<file path="config.mk">
export PLATFORM = sky130hd
export DESIGN_NAME = input_layer_mac
export DESIGN_NICKNAME = d
export VERILOG_FILES = /design/src/rtl/input_layer_mac.sv
export SDC_FILE = /design/constraint.sdc
export NUM_CORES = 1
export LEC_CHECK = 0
export CAP_MARGIN = 20
export CORE_MARGIN = 3
export CORE_UTILIZATION = 56
export DETAILED_ROUTE_END_ITERATION = 10
export GPL_ROUTABILITY_DRIVEN = 0
export HOLD_SLACK_MARGIN = 0.05
export PLACE_DENSITY_LB_ADDON = 0.2
export SYNTH_ARGS = -nofsm -noshare
export SYNTH_HDL_FRONTEND = slang
export SYNTH_SLANG_ARGS = --single-unit
</file>
<file path="constraint.sdc">
create_clock -name clk -period 3.1 [get_ports clk]
set_input_delay 0.62 -clock clk [delete_from_list [all_inputs] [get_ports clk]]
set_output_delay 0.62 -clock clk [all_outputs]
set_load 0.02 [all_outputs]
</file>
<file path="src/rtl/input_layer_mac.sv">
// Input-layer MAC: sweeps the pixel RAM and weight ROM once per start and
// accumulates the weights of set pixels into one saturated signed sum.
module input_layer_mac #(
    parameter int ADDR_W   = 10,
    parameter int N_INPUTS = 1024,
    parameter int WEIGHT_W = 8,
    parameter int ACC_W    = 18
) (
    input  logic                       clk,
    input  logic                       rst_n,
    input  logic                       start,
    output logic [ADDR_W-1:0]          ram_addr,
    input  logic                       ram_q,
    input  logic signed [WEIGHT_W-1:0] weight_q,
    output logic                       busy,
    output logic                       done,
    output logic signed [ACC_W-1:0]    acc_out
);

    typedef enum logic [1:0] {IDLE, RUN, DRAIN, DONE} state_t;

    localparam logic [ADDR_W-1:0] LAST = ADDR_W'(N_INPUTS - 1);

    state_t                    state_q;
    logic [ADDR_W-1:0]         addr_q;
    logic                      busy_q;
    logic                      done_q;
    logic                      vld_q;
    logic signed [ACC_W-1:0]   acc_q;
    logic signed [ACC_W-1:0]   acc_out_q;
    logic signed [ACC_W-1:0]   acc_d;
    logic        [ACC_W:0]     sum;

    always_comb begin
        sum   = {acc_q[ACC_W-1], acc_q}
              + {{(ACC_W + 1 - WEIGHT_W){weight_q[WEIGHT_W-1]}}, weight_q};
        acc_d = acc_q;
        if (vld_q && ram_q) begin
            // Top two bits disagree only when the add left the ACC_W range.
            if (sum[ACC_W] != sum[ACC_W-1])
                acc_d = {sum[ACC_W], {(ACC_W - 1){~sum[ACC_W]}}};
            else
                acc_d = sum[ACC_W-1:0];
        end
    end

    always_ff @(posedge clk or negedge rst_n) begin
        if (!rst_n) begin
            state_q   <= IDLE;
            addr_q    <= '0;
            busy_q    <= 1'b0;
            done_q    <= 1'b0;
            vld_q     <= 1'b0;
            acc_q     <= '0;
            acc_out_q <= '0;
        end else begin
            vld_q  <= (state_q == RUN);
            done_q <= 1'b0;
            unique case (state_q)
                IDLE: begin
                    if (start) begin
                        state_q <= RUN;
                        acc_q   <= '0;
                        addr_q  <= '0;
                        busy_q  <= 1'b1;
                    end
                end
                RUN: begin
                    acc_q <= acc_d;
                    if (addr_q == LAST) begin
                        addr_q  <= '0;
                        state_q <= DRAIN;
                    end else begin
                        addr_q <= addr_q + 1'b1;
                    end
                end
                DRAIN: begin
                    // Last product lands here, so the result is visible in DONE.
                    acc_q     <= acc_d;
                    acc_out_q <= acc_d;
                    done_q    <= 1'b1;
                    state_q   <= DONE;
                end
                DONE: begin
                    busy_q  <= 1'b0;
                    state_q <= IDLE;
                end
                default: state_q <= IDLE;
            endcase
        end
    end

    assign ram_addr = addr_q;
    assign busy     = busy_q;
    assign done     = done_q;
    assign acc_out  = acc_out_q;

endmodule

</file>
# Word level (Yosys, flattened, before mapping)
# Cells that the tools add are included.
# word_totals
out_inout_bits	30
ff_bits	51
# op_classes
bitwise	1
add_sub_neg	2
n_reduce_logical	10
n_mux	13
n_eq_ne	7
# op_table
cell	count
$mux W18	3
$pmux W18 S2	1
$mux W10	2
$pmux W10 S2	1
$add A18 B8 Y19	1
$add A10 B1 Y10 const B	1
$eq A10 B10 Y1 const B	1
$pmux W2 S4	1
$reduce_and A2 Y1	4
$reduce_bool A2 Y1	3
$eq A2 B2 Y1 const B	2
$mux W2	2
$eq A2 B1 Y1 const B	1
$logic_not A2 Y1	1
$mux W1	2
$ne A2 B1 Y1 const B	1
$ne A2 B2 Y1 const B	1
$pmux W1 S2	1
$reduce_or A2 Y1	1
$logic_and A1 B1 Y1	1
$ne A1 B1 Y1	1
$not A1 Y1	1

# Logic depth before layout (Yosys ltp)
# logic_depth
depth_word	5
ltp_mapped	10

# Worst setup path after synthesis
# Ideal clock, no wire load.
# synth_path
path_kind	input port to flip-flop
from	in weight_q[0]
to	reg acc_q[0]
required_time_ns	2.974
path_stages	10
t_arrival_ns	2.920
slack_ns	0.054
cell_sequence	ha_1 -> fa_1 -> a21oi_1 -> o211ai_1 -> a21o_1 -> a211oi_2 -> o211ai_2 -> and2_1 -> buf_2 -> a221o_1
# synth_via
elab_chain_len	5
elab_cells_between_ends	6
classes_between	add/sub (1); eq/ne (1); mux (3); bitwise (1)
# synth_lines
item	line	source
start: declaration	14	input logic signed [WEIGHT_W-1:0] weight_q,
$add A18 B8 Y19 *	36	+ {{(ACC_W + 1 - WEIGHT_W){weight_q[WEIGHT_W-1]}}, weight_q};
$ne A1 B1 Y1 or $not A1 Y1 (tied branches)	40, 41	
$mux W18 *	40	if (sum[ACC_W] != sum[ACC_W-1])
$mux W18 *	38	if (vld_q && ram_q) begin
$pmux W18 S2 *	59	unique case (state_q)
end signal: assignment	54	acc_q <= '0;
end signal: assignment	63	acc_q <= '0;
end signal: assignment	69	acc_q <= acc_d;
end: declaration	29	logic signed [ACC_W-1:0] acc_q;
# Every way passes the cells marked *; elsewhere a longest branch is shown, timed or not.
# A chain may end at the register's enable or synchronous reset.

# Worst setup path after layout
# layout_path
from	in weight_q[7]
to	reg acc_out_q[8] (netlist: acc_out[8])
# layout_via
elab_chain_len	4
elab_cells_between_ends	5
classes_between	add/sub (1); eq/ne (1); mux (2); bitwise (1)
# layout_lines
item	line	source
$add A18 B8 Y19 *	36	
$ne A1 B1 Y1 or $not A1 Y1 (tied branches)	40, 41	
$mux W18 *	40	
$mux W18 *	38	
end signal: assignment	55	acc_out_q <= '0;
end signal: assignment	80	acc_out_q <= acc_d;
end: declaration	30	logic signed [ACC_W-1:0] acc_out_q;
# Marks and branches as above.

==> metrics list <==
* Post-synthesis xor/xnor area fraction: 0.0260
- Netlist cell types: 59
- Top Family by Delay on Critical Path: buffers and inverters
* Combined area of the multi-input logic cells: just over 2000 um2
* Overall fraction of global-route tracks in use: 0.279
- Cell area after synthesis: about 3400 um2
* Clock tree from TritonCTS: built
- The wire-length estimate of the detail-placed layout is 7140 um.
- Synth Area in Simple Gates: 0.215
* Crit path capture type: flop
- Syn. warnings: 0
- Final critical-path share of the clock period: 0.973
* Final clock skew: 5.10 ps
* Floorplan row count: 27
* Combinational power share: 0.669
- Of all nets on the critical path, the largest fanout is 10.
* Compound-Gate Fraction of Synth Area: 0.246
* Most common flop cell mapped by yosys: sky130_fd_sc_hd__dfrtp_1
- Path length in cells of the critical path: 13
* Number of routed nets with antenna violations: 0
- The later pin in the worst-skew pair is clocked with a latency of 310 ps.
- Number of max-cap violations: 0
- Post-Place Worst Slack: -597 ps
* Total DRC errors in the routed layout: 0
* Worst-margin pin slew: roughly 830 ps
* Count of clock tree sinks: 51
* Share of async-settable or async-resettable flops after synthesis: 1.00
- Clk slew on worst S/H paths: about 90 ps
* Number of buffers added on ports: between 40 and 50
- CTS H-tree lvls: 2
- Mux contribution to synthesized area: 0.00928
- After synthesis, the largest family of logic cells by area is compound AO/OA/AOI/OAI gates.
* Top achievable clock speed: 332 MHz
- Share of the synthesized area in the top cell type: 0.379
- From bottom edge to top edge, the die measures 83.6 um.
- The flow ran to the end, and the final reports show no timing, DRC or antenna violations.
- The worst hold path belongs to the class in -> async.
- Initial antenna violation count: 0
* Count of mapped cells out of synthesis: 383
- Maximum clock insertion buffer count: 2
- Number of buffers created by CTS: 5
- On the worst path, the slowest cell contributes a delay of 330 ps.
* Buffer type at the clock tree root: sky130_fd_sc_hd__clkbuf_8
* Drt initial violations: 330
- Once placement finished, the instance area stood at roughly 4300 um2.
* Proportion of layout cells with a drive suffix above 1: 0.219
* Register area share after synthesis: 0.379
- Crit-path most repeated cell: sky130_fd_sc_hd__buf_4
- The finished cells cover between 4000 and 5000 um2.
- After floorplanning, the core was sized to cover around 5700 um2.
- After detailed routing, the average wire length per cell comes to around 18 um.
* Setup crit start kind: primary input
* Setup repair after global routing missed its margin: yes
- Register-to-register setup slack: about 280 ps
* Effective utilization at floorplan: 0.594
* Number of ports placed on the die boundary: 42
- The area growth from synthesis to layout is 34.1%.
- Setup violations remaining at the end of the flow were counted as 0.
- In this run the tightest slew margin relative to its limit is 0.430.
* Via count of the first global-routing pass: 3,447
* Clock power share: 0.096
- The critical path is of the in -> reg type.
- Counting flops and latches in the post-synthesis netlist gives approximately 50.
* Capturing instance or port of the critical path: acc_out[8]
* Count of antenna diodes in the layout: 0
* R2r startpoint: acc_q[0]
* Number of enable flip-flop cells after synthesis: 0
- Power density cells: 873 nW/um2
- Hold repair after CTS inserted 0 buffers.
- Top library cells by usage in the layout, fill and taps aside: sky130_fd_sc_hd__buf_4 (72), sky130_fd_sc_hd__nand2_1 (55), sky130_fd_sc_hd__dfrtp_1 (51)
- Worst setup path startpoint: weight_q[7]
- Worst path cell trace: dlygate4sd2_1 > buf_4 > ha_1 > buf_4 > nand3_1 > a21oi_1 > o311a_1 > a211oi_2 > buf_4 > nor3_2 > nand2_1 > buf_4 > a41oi_1
- Switching Fraction: 0.436
- Master of the slowest instance on the critical path: sky130_fd_sc_hd__nor3_2
- Remaining Overflow, GRT: 0
* Final net count: around 520
- Via count: ~3,500
- Die Area: 6990 um2
- Internal power summed over all cells: between 2000 and 2500 uW
* Number of search-and-repair iterations in the first detailed-routing pass: 5
- Critical path arrival: 3240 ps
- A synthesized cell averages 8.80 um2.
- The total count of max-transition violations in the final report was 0.
- Global-route wire length before repair: 16,100 um
* Post-layout minimum cycle time: 3020 ps
- Net count after synthesis: 419
* Filler instances: ~380
- Final-report hold violation count: 0
- The worst path meets setup with ~83 ps of slack.
- Seq. cell area: 1280 um2
* Sum of negative setup slack: 0 ps
- Worst reg2reg path endpoint: acc_q[8]
- Total buffers and inverters traversed by the critical path: 5
- Area leader, netlist: sky130_fd_sc_hd__dfrtp_1
- The analysis attributes to cell leakage a power of 0.00201 uW.
* Total length of routed wires: 9840 um
- Part of the total power dissipated in sequential elements: 0.236
- Entering global routing, the biggest net connects 52 pins.
- Endpoint required time on the critical path: 3320 ps
- Reg2Reg Depth: 10
- Leaving out fill and tap cells, the most frequent cell in the layout is sky130_fd_sc_hd__buf_4.
* Switching power: 1720 uW
- Die X: 83.6 um
* Post-Synth Adder-Cell Area: 0.0913
* Vias per Instance: between 6 and 7
- The worst-case IR drop observed on VDD is 508 uV.
- Top cells by area, synth: sky130_fd_sc_hd__dfrtp_1 (38%), sky130_fd_sc_hd__ha_1 (8.5%), sky130_fd_sc_hd__nand2_1 (6.2%), sky130_fd_sc_hd__o21ai_0 (4.6%), sky130_fd_sc_hd__nor2_1 (3.8%)
routing by layer:
metal | up-vias | track usage | share of wire
li1 | 1626 | - | -
met1 | 1653 | 0.368 | 0.42
met2 | 177 | 0.462 | 0.49
met3 | 30 | 0.0424 | 0.063
met4 | 0 | 0.105 | 0.028
met5 | - | 0 | 0
per-stage QoR:
| stage | instances | hold WS, ps | utilization | total power (uW) |
|---|---|---|---|---|
| after floorplan | 383 | 324 | - | 2310 |
| after global placement | 546 | 485 | 0.755 | 3200 |
| after detailed placement | 546 | 510 | 0.755 | 3290 |
| after CTS | 556 | 450 | 0.776 | 3750 |
| after global routing | 561 | 469 | 0.796 | 4200 |
| final | 561 | 416 | 0.796 | 3940 |
cell usage after synthesis (6+ instances only):
master,instances
sky130_fd_sc_hd__nand2_1,56
sky130_fd_sc_hd__nand2b_1,8
sky130_fd_sc_hd__clkbuf_1,12
sky130_fd_sc_hd__a221o_1,9
sky130_fd_sc_hd__a21o_1,8
sky130_fd_sc_hd__nor2b_1,7
sky130_fd_sc_hd__dfrtp_1,51
sky130_fd_sc_hd__a41oi_1,9
sky130_fd_sc_hd__inv_1,8
sky130_fd_sc_hd__o21ai_0,31
sky130_fd_sc_hd__xor2_1,6
sky130_fd_sc_hd__a21oi_1,15
sky130_fd_sc_hd__nor2_1,34
sky130_fd_sc_hd__a31oi_1,8
sky130_fd_sc_hd__nand3_1,17
sky130_fd_sc_hd__ha_1,23
registers in the layout, indices dropped and copies added, names as in the netlist:
name / count
acc_out: 18
acc_q: 18
busy: 1
done: 1
ram_addr: 10
state_q: 2
vld_q: 1
cell type report:
cell class	instances	share of cell area
clock buffer	7	0.0169
clock inverter	1	0.00111
inverter	8	0.00664
multi-input combinational	307	0.460
sequential	51	0.282
tap	72	0.0199
timing repair buffer	115	0.213
what timing repair did:
action | in CTS | in global routing
cloned | 0 | 1
endpoints found under the setup margin | 34 | 34
hold endpoints to repair | 0 | 0
setup buffers | 2 | 4
gates resized for setup | 10 | 15
pin swaps | 3 | 7
worst min path at each step:
stage / cells past startpoint / to / startpoint / slack [ps]
floorplan: 0 / acc_out[0] / rst_n / 320
global placement: 2 / acc_out[5] / acc_out[5] / 490
detailed placement: 2 / acc_q[3] / acc_q[3] / 510
CTS: 2 / acc_out[10] / rst_n / 450
global route: 2 / acc_out[9] / rst_n / 470
finish: 2 / acc_out[9] / rst_n / 420
power by group through the flow:
stage	combinational [uW]	clock (uW)	sequential, uW
4_1_cts	2450	377	920
3_5_place_dp	2360	0	932
6_report	2640	377	930
3_3_place_gp	2270	0	929
5_1_grt	2850	412	940
2_1_floorplan	1430	0	881
cell families after synthesis:
family,Yosys count
flip-flops,51
buffers and inverters,25
XOR/XNOR,10
adder cells (fa/ha/maj),24
AO/OA/AOI/OAI,117
multiplexers,3
AND/OR/NAND/NOR,153
worst reg2reg max path: cells and delay by family (launching register included):
kind	cells	cell delay, ps
AND/OR/NAND/NOR	2	270
adder cells (fa/ha/maj)	2	610
AO/OA/AOI/OAI	5	1230
buffers and inverters	1	180
flip-flops	1	420
No activity file was read; power rests on OpenSTA's default activity.
